$ cat config.mk
export PLATFORM = sky130hd
export DESIGN_NAME = vram_arbiter_flat
export DESIGN_NICKNAME = d
export VERILOG_FILES = /design/src/rtl/vram_pkg.sv /design/src/rtl/vram_arbiter_if.sv /design/src/rtl/vram_rd_pipe.sv /design/src/rtl/vram_arbiter.sv /design/src/flat_wrapper.sv
export SDC_FILE = /design/constraint.sdc
export NUM_CORES = 1
export LEC_CHECK = 0
export ABC_AREA = 1
export CORE_MARGIN = 1.5
export CORE_UTILIZATION = 39
export CTS_BUF_LIST = sky130_fd_sc_hd__clkbuf_8
export CTS_CLUSTER_SIZE = 10
export DETAILED_ROUTE_END_ITERATION = 8
export PLACE_DENSITY = 0.83
export REMOVE_ABC_BUFFERS = 1
export SYNTH_ARGS = -nofsm -noshare
export SYNTH_HDL_FRONTEND = slang
export SYNTH_SLANG_ARGS = --single-unit
$ cat constraint.sdc
create_clock -name clk -period 1.1 [get_ports clk]
set_clock_uncertainty 0.15 [all_clocks]
set_input_delay 0.165 -clock clk [delete_from_list [all_inputs] [get_ports clk]]
set_output_delay 0.165 -clock clk [all_outputs]
set_load 0.02 [all_outputs]
$ cat src/rtl/vram_pkg.sv
// Shared constants and types for the VRAM arbiter slice.
package vram_pkg;

  // Default VRAM geometry: 80x60 tile entries, one byte per entry.
  localparam int unsigned VRAM_ADDR_W = 13;
  localparam int unsigned VRAM_DATA_W = 8;

  // Fixed video fetch latency from vid_req to vid_rvalid, in cycles.
  localparam int unsigned VID_LAT = 3;

  // Host-side access sequencer states.
  typedef enum logic [2:0] {
    IDLE   = 3'd0,
    WR_ACK = 3'd1,
    RD_W1  = 3'd2,
    RD_W2  = 3'd3,
    RD_ACK = 3'd4
  } arb_state_t;

endpackage

$ cat src/rtl/vram_arbiter_if.sv
// Bundle of video fetch, host handshake and RAM port signals around vram_arbiter.
interface vram_arbiter_if
  import vram_pkg::*;
#(
  parameter int unsigned ADDR_W = VRAM_ADDR_W,
  parameter int unsigned DATA_W = VRAM_DATA_W
);

  logic              blank;
  logic              vid_req;
  logic [ADDR_W-1:0] vid_addr;
  logic              vid_rvalid;
  logic [DATA_W-1:0] vid_rdata;
  logic              host_req;
  logic              host_we;
  logic [ADDR_W-1:0] host_addr;
  logic [DATA_W-1:0] host_wdata;
  logic              host_ack;
  logic [DATA_W-1:0] host_rdata;
  logic              ram_en;
  logic              ram_we;
  logic [ADDR_W-1:0] ram_addr;
  logic [DATA_W-1:0] ram_wdata;
  logic [DATA_W-1:0] ram_rdata;

  // Arbiter view.
  modport slave (
    input  blank, vid_req, vid_addr, host_req, host_we, host_addr, host_wdata, ram_rdata,
    output vid_rvalid, vid_rdata, host_ack, host_rdata, ram_en, ram_we, ram_addr, ram_wdata
  );

  // Environment view (renderer, host and RAM together).
  modport master (
    output blank, vid_req, vid_addr, host_req, host_we, host_addr, host_wdata, ram_rdata,
    input  vid_rvalid, vid_rdata, host_ack, host_rdata, ram_en, ram_we, ram_addr, ram_wdata
  );

endinterface

$ cat src/rtl/vram_rd_pipe.sv
// Two-stage valid/tag pipeline that follows each RAM read to its data cycle and
// steers the captured word to the video or host read register.
module vram_rd_pipe #(
  parameter int unsigned DATA_W = 8
) (
  input  logic              clk,
  input  logic              reset_n,
  input  logic              i_rd_valid,
  input  logic              i_rd_host,
  input  logic [DATA_W-1:0] i_ram_rdata,
  output logic              o_vid_rvalid,
  output logic [DATA_W-1:0] o_vid_rdata,
  output logic [DATA_W-1:0] o_host_rdata
);

  // Stage 0 is the cycle the RAM sees the address, stage 1 the cycle its data is valid.
  logic [1:0] r_valid;
  logic [1:0] r_host;

  // Shift issued reads along; reset drops anything in flight.
  always_ff @(posedge clk) begin
    if (!reset_n) begin
      r_valid <= 2'b00;
      r_host  <= 2'b00;
    end else begin
      r_valid <= {r_valid[0], i_rd_valid};
      r_host  <= {r_host[0], i_rd_host};
    end
  end

  // Capture RAM data into the owner's register; the other side holds.
  always_ff @(posedge clk) begin
    if (!reset_n) begin
      o_vid_rvalid <= 1'b0;
      o_vid_rdata  <= '0;
      o_host_rdata <= '0;
    end else begin
      o_vid_rvalid <= r_valid[1] & ~r_host[1];
      if (r_valid[1] && !r_host[1]) begin
        o_vid_rdata <= i_ram_rdata;
      end
      if (r_valid[1] && r_host[1]) begin
        o_host_rdata <= i_ram_rdata;
      end
    end
  end

endmodule

$ cat src/rtl/vram_arbiter.sv
// Single-port VRAM arbiter: beam-locked video fetch with absolute priority and
// fixed 3-cycle latency, host req/ack port filling the free cycles.
// Optional feature macro: VRAM_BLANK_ONLY_EN restricts host grants to blanking.
module vram_arbiter
  import vram_pkg::*;
#(
  parameter int unsigned ADDR_W = VRAM_ADDR_W,
  parameter int unsigned DATA_W = VRAM_DATA_W
) (
  input  logic clk,
  input  logic reset_n,
  vram_arbiter_if.slave bus
);

  arb_state_t        r_state;
  logic              r_ram_en;
  logic              r_ram_we;
  logic [ADDR_W-1:0] r_ram_addr;
  logic [DATA_W-1:0] r_ram_wdata;
  logic              r_host_ack;

  logic              w_blank_ok;
  logic              w_host_grant;
  logic              w_rd_issue;
  logic              w_rd_host;
  logic              w_vid_rvalid;
  logic [DATA_W-1:0] w_vid_rdata;
  logic [DATA_W-1:0] w_host_rdata;

`ifdef VRAM_BLANK_ONLY_EN
  // Host may only start an access while the beam is outside the visible area.
  assign w_blank_ok = bus.blank;
`else
  logic w_unused_blank;
  assign w_blank_ok     = 1'b1;
  assign w_unused_blank = bus.blank;
`endif

  // Host wins only an idle sequencer in a cycle with no video fetch.
  assign w_host_grant = (r_state == IDLE) && bus.host_req && !bus.vid_req && w_blank_ok;
  assign w_rd_issue   = bus.vid_req || (w_host_grant && !bus.host_we);
  assign w_rd_host    = !bus.vid_req;

  // Host sequencer and registered RAM port.
  always_ff @(posedge clk) begin
    if (!reset_n) begin
      r_state     <= IDLE;
      r_ram_en    <= 1'b0;
      r_ram_we    <= 1'b0;
      r_ram_addr  <= '0;
      r_ram_wdata <= '0;
      r_host_ack  <= 1'b0;
    end else begin
      r_ram_en   <= 1'b0;
      r_ram_we   <= 1'b0;
      r_host_ack <= 1'b0;

      if (bus.vid_req) begin
        r_ram_en   <= 1'b1;
        r_ram_addr <= bus.vid_addr;
      end else if (w_host_grant) begin
        r_ram_en    <= 1'b1;
        r_ram_we    <= bus.host_we;
        r_ram_addr  <= bus.host_addr;
        r_ram_wdata <= bus.host_wdata;
      end

      case (r_state)
        IDLE: begin
          if (w_host_grant) begin
            if (bus.host_we) begin
              r_state    <= WR_ACK;
              r_host_ack <= 1'b1;
            end else begin
              r_state <= RD_W1;
            end
          end
        end
        WR_ACK: r_state <= IDLE;
        RD_W1:  r_state <= RD_W2;
        RD_W2: begin
          r_state    <= RD_ACK;
          r_host_ack <= 1'b1;
        end
        RD_ACK:  r_state <= IDLE;
        default: r_state <= IDLE;
      endcase
    end
  end

  // Read data return path, tagged per requester.
  vram_rd_pipe #(
    .DATA_W (DATA_W)
  ) u_rd_pipe (
    .clk          (clk),
    .reset_n      (reset_n),
    .i_rd_valid   (w_rd_issue),
    .i_rd_host    (w_rd_host),
    .i_ram_rdata  (bus.ram_rdata),
    .o_vid_rvalid (w_vid_rvalid),
    .o_vid_rdata  (w_vid_rdata),
    .o_host_rdata (w_host_rdata)
  );

  assign bus.ram_en     = r_ram_en;
  assign bus.ram_we     = r_ram_we;
  assign bus.ram_addr   = r_ram_addr;
  assign bus.ram_wdata  = r_ram_wdata;
  assign bus.host_ack   = r_host_ack;
  assign bus.host_rdata = w_host_rdata;
  assign bus.vid_rvalid = w_vid_rvalid;
  assign bus.vid_rdata  = w_vid_rdata;

endmodule
$ cat src/flat_wrapper.sv
// flat-port wrapper written by rule: the top's interface ports become plain ports
module vram_arbiter_flat import vram_pkg::*;
#(
  parameter int unsigned ADDR_W = VRAM_ADDR_W,
  parameter int unsigned DATA_W = VRAM_DATA_W
)
  (clk, reset_n, bus_blank, bus_vid_req, bus_vid_addr, bus_host_req, bus_host_we, bus_host_addr, bus_host_wdata, bus_ram_rdata, bus_vid_rvalid, bus_vid_rdata, bus_host_ack, bus_host_rdata, bus_ram_en, bus_ram_we, bus_ram_addr, bus_ram_wdata);
  vram_arbiter_if #(.ADDR_W(ADDR_W), .DATA_W(DATA_W)) bus_i ();
  input  logic clk;
  input  logic reset_n;
  input wire logic [$bits(bus_i.blank)-1:0] bus_blank;
  input wire logic [$bits(bus_i.vid_req)-1:0] bus_vid_req;
  input wire logic [$bits(bus_i.vid_addr)-1:0] bus_vid_addr;
  input wire logic [$bits(bus_i.host_req)-1:0] bus_host_req;
  input wire logic [$bits(bus_i.host_we)-1:0] bus_host_we;
  input wire logic [$bits(bus_i.host_addr)-1:0] bus_host_addr;
  input wire logic [$bits(bus_i.host_wdata)-1:0] bus_host_wdata;
  input wire logic [$bits(bus_i.ram_rdata)-1:0] bus_ram_rdata;
  output wire logic [$bits(bus_i.vid_rvalid)-1:0] bus_vid_rvalid;
  output wire logic [$bits(bus_i.vid_rdata)-1:0] bus_vid_rdata;
  output wire logic [$bits(bus_i.host_ack)-1:0] bus_host_ack;
  output wire logic [$bits(bus_i.host_rdata)-1:0] bus_host_rdata;
  output wire logic [$bits(bus_i.ram_en)-1:0] bus_ram_en;
  output wire logic [$bits(bus_i.ram_we)-1:0] bus_ram_we;
  output wire logic [$bits(bus_i.ram_addr)-1:0] bus_ram_addr;
  output wire logic [$bits(bus_i.ram_wdata)-1:0] bus_ram_wdata;
  assign bus_i.blank = bus_blank;
  assign bus_i.vid_req = bus_vid_req;
  assign bus_i.vid_addr = bus_vid_addr;
  assign bus_i.host_req = bus_host_req;
  assign bus_i.host_we = bus_host_we;
  assign bus_i.host_addr = bus_host_addr;
  assign bus_i.host_wdata = bus_host_wdata;
  assign bus_i.ram_rdata = bus_ram_rdata;
  assign bus_vid_rvalid = bus_i.vid_rvalid;
  assign bus_vid_rdata = bus_i.vid_rdata;
  assign bus_host_ack = bus_i.host_ack;
  assign bus_host_rdata = bus_i.host_rdata;
  assign bus_ram_en = bus_i.ram_en;
  assign bus_ram_we = bus_i.ram_we;
  assign bus_ram_addr = bus_i.ram_addr;
  assign bus_ram_wdata = bus_i.ram_wdata;
  vram_arbiter #(.ADDR_W(ADDR_W), .DATA_W(DATA_W)) u_core (.clk(clk), .reset_n(reset_n), .bus(bus_i));
endmodule
==> metrics.md, run 1 <==
| Metric | Value |
|---|---|
| Period utilization | 112.0% |
| CTS root buf | clkbuf_8 |
| Measured slew at the worst slew-check pin | 0.2180 ns |
| Initial Util | 40.14% |
| Pwr per Cell Area | 1258 mW/mm2 |
| Synth Cell Area | 0.002037 mm2 |
| Storage cell area | 0.001013 mm2 |
| CP Data Arrival Time | 1.27 ns |
| Combinational power share | 23.5% |
| Synth unique cells | 18 |
| Remaining Overflow, GRT | 0 |
| Post-Route WL | 4956 um |
| Layout area overhead | 65.60% |
| Cell count after placement | 453 |
| Post-route setup slack | -0.1317 ns |
| Commonest non-fill, non-tap cell in the layout | nand2_1 |
| Failing checks | negative setup slack |
| CTS H-tree lvls | 2 |
| Row count | 26 |
| # setup viols final | 26 |
| Crit-path leading delay family | flip-flops |
| Post-CTS Hold Fix Bufs | 0 |
| Post-Syn Area per Cell | between 6 and 7 um2 |
| MaxCap Viol Count | 0 |
| Fmax achieved | 811.9 MHz |
| Setup WS pre-CTS | -0.4443 ns |
| Post-synth top area cell | dfxtp_1 |
| Die area | roughly 0.0057 mm2 |
| GR Util All Layers | 17.58% |
| Reg2Reg Depth | 5 |
| DRC | 0 |
| PortBufs | 87 |
| Critical-path cell list | nor2_4, nand2_2, buf_12, a21oi_2, nor2_2 |
| Synth top area cells | dfxtp_1, nand2_1, nor2_1 |
| CTS buffer count | 5 |
| Pint | 3.120 mW |
| CP Launch Type | flop |
| Crit Path Max Fanout | 30 |
| Crit-path max cell delay | between 0.3 and 0.4 ns |
| Top Ports | 89 |
| Slew HR | a little under nine tenths |
| Worst path bufs/invs | 1 |
| Layout cells sized above 1 | 36.55% |
| First-pass GRT wire length | 7741 um |
| Post-Synthesis Cells | 292 |
| Worst-Skew Late Latency | 0.29 ns |
| Type of destination of the critical path | flop |
| Clk sink count | 48 |
| Final ANT Viol Nets | 0 |
| Seq/Total Area, Yosys | between 40 and 50% |
| Share of the synthesized area in the top cell type | 47.17% |
| Run status | finished with violations |
| Stages on worst setup path | 5 |
| Largest net degree at the start of global routing | 31 |
| Most frequent cells in the layout | nand2_1, nor2_1, clkdlybuf4s50_1 |
| Max clock buf depth | 2 |
| Initial antenna violation count | 0 |
| Peak supply drop | 0.0008227 V |
| Switching Fraction | 26.46% |
| Leakage | between 1.5 and 2 nW |
| Hold Crit Depth | 3 |
| Clock group share of total power | about 31% |
| Area of the multi-input gates | 932.1 um2 |
| Type of the worst min-delay path | input pin to flop |
| Wire length per cell | 10.68 um |
| Fin cells | about 460 |
| Core ar. | 0.005075 mm2 |
| Type of the worst setup path | flop to flop |
| Drt first-iter violations | 51 |
| Flop pwr share | 45.6% |
| NumNets Final | 441 |
| Initial DRT Pass Iterations | 4 |
| Yosys reg bits | 48 |
| Die Ht | 75.27 um |
| Req. time, crit path | 1.14 ns |
| Vias per cell | 4.509 |
| Worst-path clk slew | 0.08 ns |
| Vias in the first global route | 1862 |
| Post-route minimum period | about 1.2 ns |
| Total Power | 4.243 mW |
| Die outline width | roughly 75 um |
| ANT cells | 0 |
| Yosys warns | 0 |
| Final hold viol count | 0 |
| Fin. max-slew vios | 0 |
| Critical path's slowest cell | dfxtp_2 |
| Fillers | roughly 460 |
| TNS Setup | -2.033 ns |
| Net switching power | 1.123 mW |
| DR vias | 2092 |
| CTS tree | yes |
| RSZ-0062 raised after global routing | yes |
| GP Congestion | 0.7739 |
| Dpl hpwl | roughly 3700 um |
==> worst reg2reg max path, cell delays in order, from the launching register on <==
cell and delay [ns]:
dfxtp_2 0.34, nor2_4 0.16, nand2_2 0.09, buf_12 0.17, a21oi_2 0.16, nor2_2 0.05
==> power by group through the flow <==
stage,Sequential (mW),Combinational [mW],Clock [mW]
4_1_cts,1.91,0.922,1.34
5_1_grt,1.95,1.09,1.40
3_5_place_dp,1.94,0.920,0
3_3_place_gp,1.94,0.901,0
2_1_floorplan,2.05,0.288,0
6_report,1.94,0.998,1.31
==> metal layers <==
| layer | routed length [um] | vias to the layer above | global-route usage [%] | part of all wire [%] |
|---|---|---|---|---|
| li1 | - | 1088 | - | - |
| met1 | 2099 | 927 | 20.12 | 42 |
| met2 | 2462 | 72 | 32.65 | 50 |
| met3 | 345 | 5 | 3.882 | 7.0 |
| met4 | 48 | 0 | 5.159 | 0.97 |
| met5 | 0 | - | 0 | 0 |
==> area by class of cell <==
type,instances,area share (%)
multi-input cells,197,27.63
inverters,33,3.820
clock buffers,6,2.448
well taps,70,2.596
clock inverters,2,1.150
repair buffers,108,32.31
flip-flops and latches,48,30.04
==> through the flow <==
| stage | area, um2 | utilization (%) | hold slack (ns) |
|---|---|---|---|
| global placement | 3064 | 60.38 | 0.2443 |
| detailed placement | 3064 | 60.38 | 0.2608 |
| CTS | 3167 | 62.40 | 0.1823 |
| finish | 3373 | 66.47 | 0.1799 |
| floorplan | 1933 | - | 0.09912 |
| global route | 3373 | 66.47 | 0.2003 |
==> sequential cells by signal (all words and copies together), names as in the netlist <==
name                           count
u_core.bus.ram_we                  1
u_core.bus.host_ack                1
u_core.bus.ram_wdata               8
u_core.u_rd_pipe.o_vid_rvalid      1
u_core.u_rd_pipe.r_host            2
u_core.bus.ram_addr               13
u_core.u_rd_pipe.r_valid           2
u_core.u_rd_pipe.o_host_rdata      8
u_core.bus.ram_en                  1
u_core.r_state                     3
u_core.u_rd_pipe.o_vid_rdata       8
==> cell usage after synthesis <==
| cell type | count |
|---|---|
| nand2_1 | 72 |
| nor2_1 | 68 |
| dfxtp_1 | 48 |
| inv_1 | 31 |
| o21ai_0 | 18 |
| a21oi_1 | 15 |
| nand3_1 | 14 |
| buf_2 | 5 |
| buf_4 | 4 |
| buf_6 | 4 |
| nand2_2 | 3 |
| nor2_4 | 3 |
| o21ai_1 | 2 |
| clkbuf_1 | 1 |
| clkinv_1 | 1 |
| inv_4 | 1 |
| nand3_4 | 1 |
| nor3_1 | 1 |
==> final timing paths <==
kind                               startpoint                           to  slack [ns]
setup / recovery            u_core.r_state[0]       u_core.bus.ram_addr[0]       -0.13
hold reg to reg   u_core.u_rd_pipe.r_valid[0]  u_core.u_rd_pipe.r_valid[1]        0.26
setup reg to reg            u_core.r_state[0]       u_core.bus.ram_addr[0]       -0.13
hold / removal                   bus_host_req            u_core.r_state[1]        0.18
==> what timing repair did <==
action	4_1_cts	5_1_grt
cloned	0	0
endpoints found under the setup margin	76	74
gates resized for setup	244	76
setup buffers	0	3
pin swaps	0	6
==> kinds of logic (layout without fill, tap and decap cells) <==
group	after synthesis	in the layout	synth area share, %
flops	48	48	47.17
simple gates	162	162	32.92
compound gates	35	35	8.600
buf+inv	47	149	11.30
Note: power is estimated with default switching activity, not from simulation.
==> run 2, diff against run 1 <==
--- a/config.mk
+++ b/config.mk
@@ -6,12 +6,13 @@
 export NUM_CORES = 1
 export LEC_CHECK = 0
 export ABC_AREA = 1
+export CAP_MARGIN = 20
 export CORE_MARGIN = 1.5
-export CORE_UTILIZATION = 39
-export CTS_BUF_LIST = sky130_fd_sc_hd__clkbuf_8
+export CORE_UTILIZATION = 42
+export CTS_BUF_LIST = sky130_fd_sc_hd__clkbuf_4 sky130_fd_sc_hd__clkbuf_8 sky130_fd_sc_hd__clkbuf_16
 export CTS_CLUSTER_SIZE = 10
 export DETAILED_ROUTE_END_ITERATION = 8
-export PLACE_DENSITY = 0.83
+export PLACE_DENSITY = 0.85
 export REMOVE_ABC_BUFFERS = 1
 export SYNTH_ARGS = -nofsm -noshare
 export SYNTH_HDL_FRONTEND = slang
==> constraint.sdc (replaced) <==
create_clock -name clk -period 1.3 [get_ports clk]
set_clock_uncertainty 0.15 [all_clocks]
set_input_delay 0.195 -clock clk [delete_from_list [all_inputs] [get_ports clk]]
set_output_delay 0.195 -clock clk [all_outputs]
set_load 0.02 [all_outputs]
==> metrics.md, run 2 (synthesized netlist as in run 1, its figures left out) <==
| Metric | Value |
|---|---|
| DRC | 0 (unchanged) |
| Placed Instance Area | 0.002994 mm2 (-2.3%) |
| Measured slew at the worst slew-check pin | 0.2552 ns (+0.03713 ns) |
| Remaining Overflow, GRT | 0 (unchanged) |
| Leakage | 1.500 nW (-6.3%) |
| First-pass GRT wire length | 7500 um (-3.1%) |
| Final ANT Viol Nets | 0 (unchanged) |
| Die area | 0.005277 mm2 (-6.9%) |
| Worst path bufs/invs | 1 (unchanged) |
| Met1 GRT Util | 21.45% (+1.3 points) |
| RSZ-0062 raised after global routing | no |
| Clk sink count | 48 (unchanged) |
| Run status | finished, final reports clean |
| # setup viols final | 0 (-100%) |
| Type of the worst setup path | flop to output pin |
| Worst-Skew Late Latency | 0.30 ns (about the same) |
| Most frequent cells in the layout | nand2_1, nor2_1, dfxtp_1 |
| Die outline width | 72.64 um (-3.5%) |
| Vias per cell | 4.637 (+2.9%) |
| Critical path's slowest cell | dfxtp_1 |
| ANT cells | 0 (unchanged) |
| Top Ports | 89 (unchanged) |
| Max clock buf depth | 2 (unchanged) |
| Post-layout instance area | 0.003069 mm2 (-9.0%) |
| GR peak layer | met2 |
| Largest net degree at the start of global routing | 31 (unchanged) |
| Initial DRT Pass Iterations | 4 (unchanged) |
| Post-route minimum period | about 1.3 ns |
| Drt first-iter violations | 94 (+84%) |
| CP Data Arrival Time | 0.92 ns (-0.35 ns) |
| Area of the multi-input gates | 870.8 um2 (-6.6%) |
| Layout cells sized above 1 | 19.49% (-17 points) |
| Commonest non-fill, non-tap cell in the layout | nand2_1 |
| Storage cell area | 963.4 um2 (-4.9%) |
| MaxCap Viol Count | 0 (unchanged) |
| GR Util met2 | 30.99% (-1.7 points) |
| Setup WS pre-CTS | -0.3130 ns (+0.1313 ns) |
| Die Ht | 72.64 um (-3.5%) |
| Type of the worst min-delay path | input pin to flop |
| Crit-path leading delay family | flip-flops |
| Peak supply drop | 0.0005887 V (-28%) |
| NumNets Final | 437 (-0.91%) |
| Crit Path Max Fanout | 1 (-97%) |
| DR vias | 2059 (-1.6%) |
| Period utilization | 97.41% |
| CTS H-tree lvls | 2 (unchanged) |
| Initial antenna violation count | 0 (unchanged) |
| Post-CTS Hold Fix Bufs | 0 (unchanged) |
| Dpl hpwl | 3503 um (-5.6%) |
| Fin. max-slew vios | 0 (unchanged) |
| PortBufs | 87 (unchanged) |
| Core ar. | 0.004692 mm2 (-7.5%) |
| Critical-path cell list | clkdlybuf4s15_1 |
| Layout area overhead | 50.68% |
| Post-route setup slack | 0.03364 ns (+0.1654 ns) |
| Worst-path clk slew | 0.09 ns (about the same) |
| CTS root buf | clkbuf_8 |
| Slew HR | 82.95% (-2.5 points) |
| Initial Util | 43.41% (+3.3 points) |
| Vias in the first global route | 1748 (-6.1%) |
| Post-Route WL | 5061 um (+2.1%) |
| Wire length per cell | 11.40 um (+6.7%) |
| Fillers | 428 (-6.1%) |
| GP Congestion | 0.8112 (+4.8%) |
| CP Launch Type | flop |
| CTS tree | yes |
| Crit-path max cell delay | 0.31 ns (-0.03 ns) |
| Req. time, crit path | 0.95 ns (-0.19 ns) |
| GR Util All Layers | 18.21% (+0.63 points) |
| Fmax achieved | roughly 800 MHz |
| GR Util met3 | 6.215% (+2.3 points) |
| Final hold viol count | 0 (unchanged) |
| Type of destination of the critical path | output pin |
| Largest register FFs | 13 (unchanged) |
| Pwr per Cell Area | 1115 mW/mm2 (-11%) |
| Row count | 25 (-3.8%) |
| CTS buffer count | 5 (unchanged) |
run 2: metrics by stage:
| step | std cells | hold slack [ns] | util, % | setup TNS, ns | power (mW) |
|---|---|---|---|---|---|
| 2_1_floorplan | 278 | 0.1291 | - | 0 | 1.981 |
| 3_3_place_gp | 432 | 0.2439 | 63.81 | -6.662 | 2.388 |
| 3_5_place_dp | 432 | 0.2476 | 63.81 | -8.341 | 2.405 |
| 4_1_cts | 440 | 0.2664 | 66.45 | 0 | 3.421 |
| 5_1_grt | 444 | 0.1157 | 65.41 | 0 | 3.576 |
| 6_report | 444 | 0.09538 | 65.41 | 0 | 3.421 |
run 2: final timing paths:
path | from | end | cells after the start | slack (ns)
worst max-delay path | u_core.u_rd_pipe.o_vid_rvalid | bus_vid_rvalid | 1 | 0.03
worst min register to register | u_core.u_rd_pipe.r_host[0] | u_core.u_rd_pipe.r_host[1] | 2 | 0.26
worst min-delay path | bus_host_req | u_core.r_state[0] | 3 | 0.1
worst max register to register | u_core.r_state[0] | u_core.bus.ram_addr[5] | 5 | 0.08
run 2: per-layer routing:
metal | wire, um | up-vias
met5 | 0 | -
met4 | 52 | 0
met3 | 375 | 6
met2 | 2434 | 75
met1 | 2199 | 896
li1 | - | 1082
run 2: cell type report:
class,instances,area share [%]
clock buffers,5,2.242
clock inverters,3,1.386
inverters,33,4.240
multi-input cells,198,28.37
flip-flops and latches,48,31.39
well taps,54,2.201
repair buffers,103,30.17
run 2: where the power goes:
group          leakage (nW)  internal (mW)  switching, mW
Combinational          1.05          0.361          0.388
Sequential            0.395           1.56         0.0501
Clock                0.0541          0.569          0.491
Total                  1.50           2.49          0.929
run 2: timing repair:
item	in CTS	in global routing
pin swaps	0	3
hold endpoints to repair	0	0
buffers inserted	0	2
gates cloned	0	2
gates resized for setup	92	41
setup endpoints to repair	41	48
run 2: worst reg2reg max path, delay by kind of cell, from the launching register on:
kind | cells | cell delay [ns]
compound gates | 1 | 0.13
flops | 1 | 0.35
buf+inv | 1 | 0.18
simple gates | 3 | 0.32
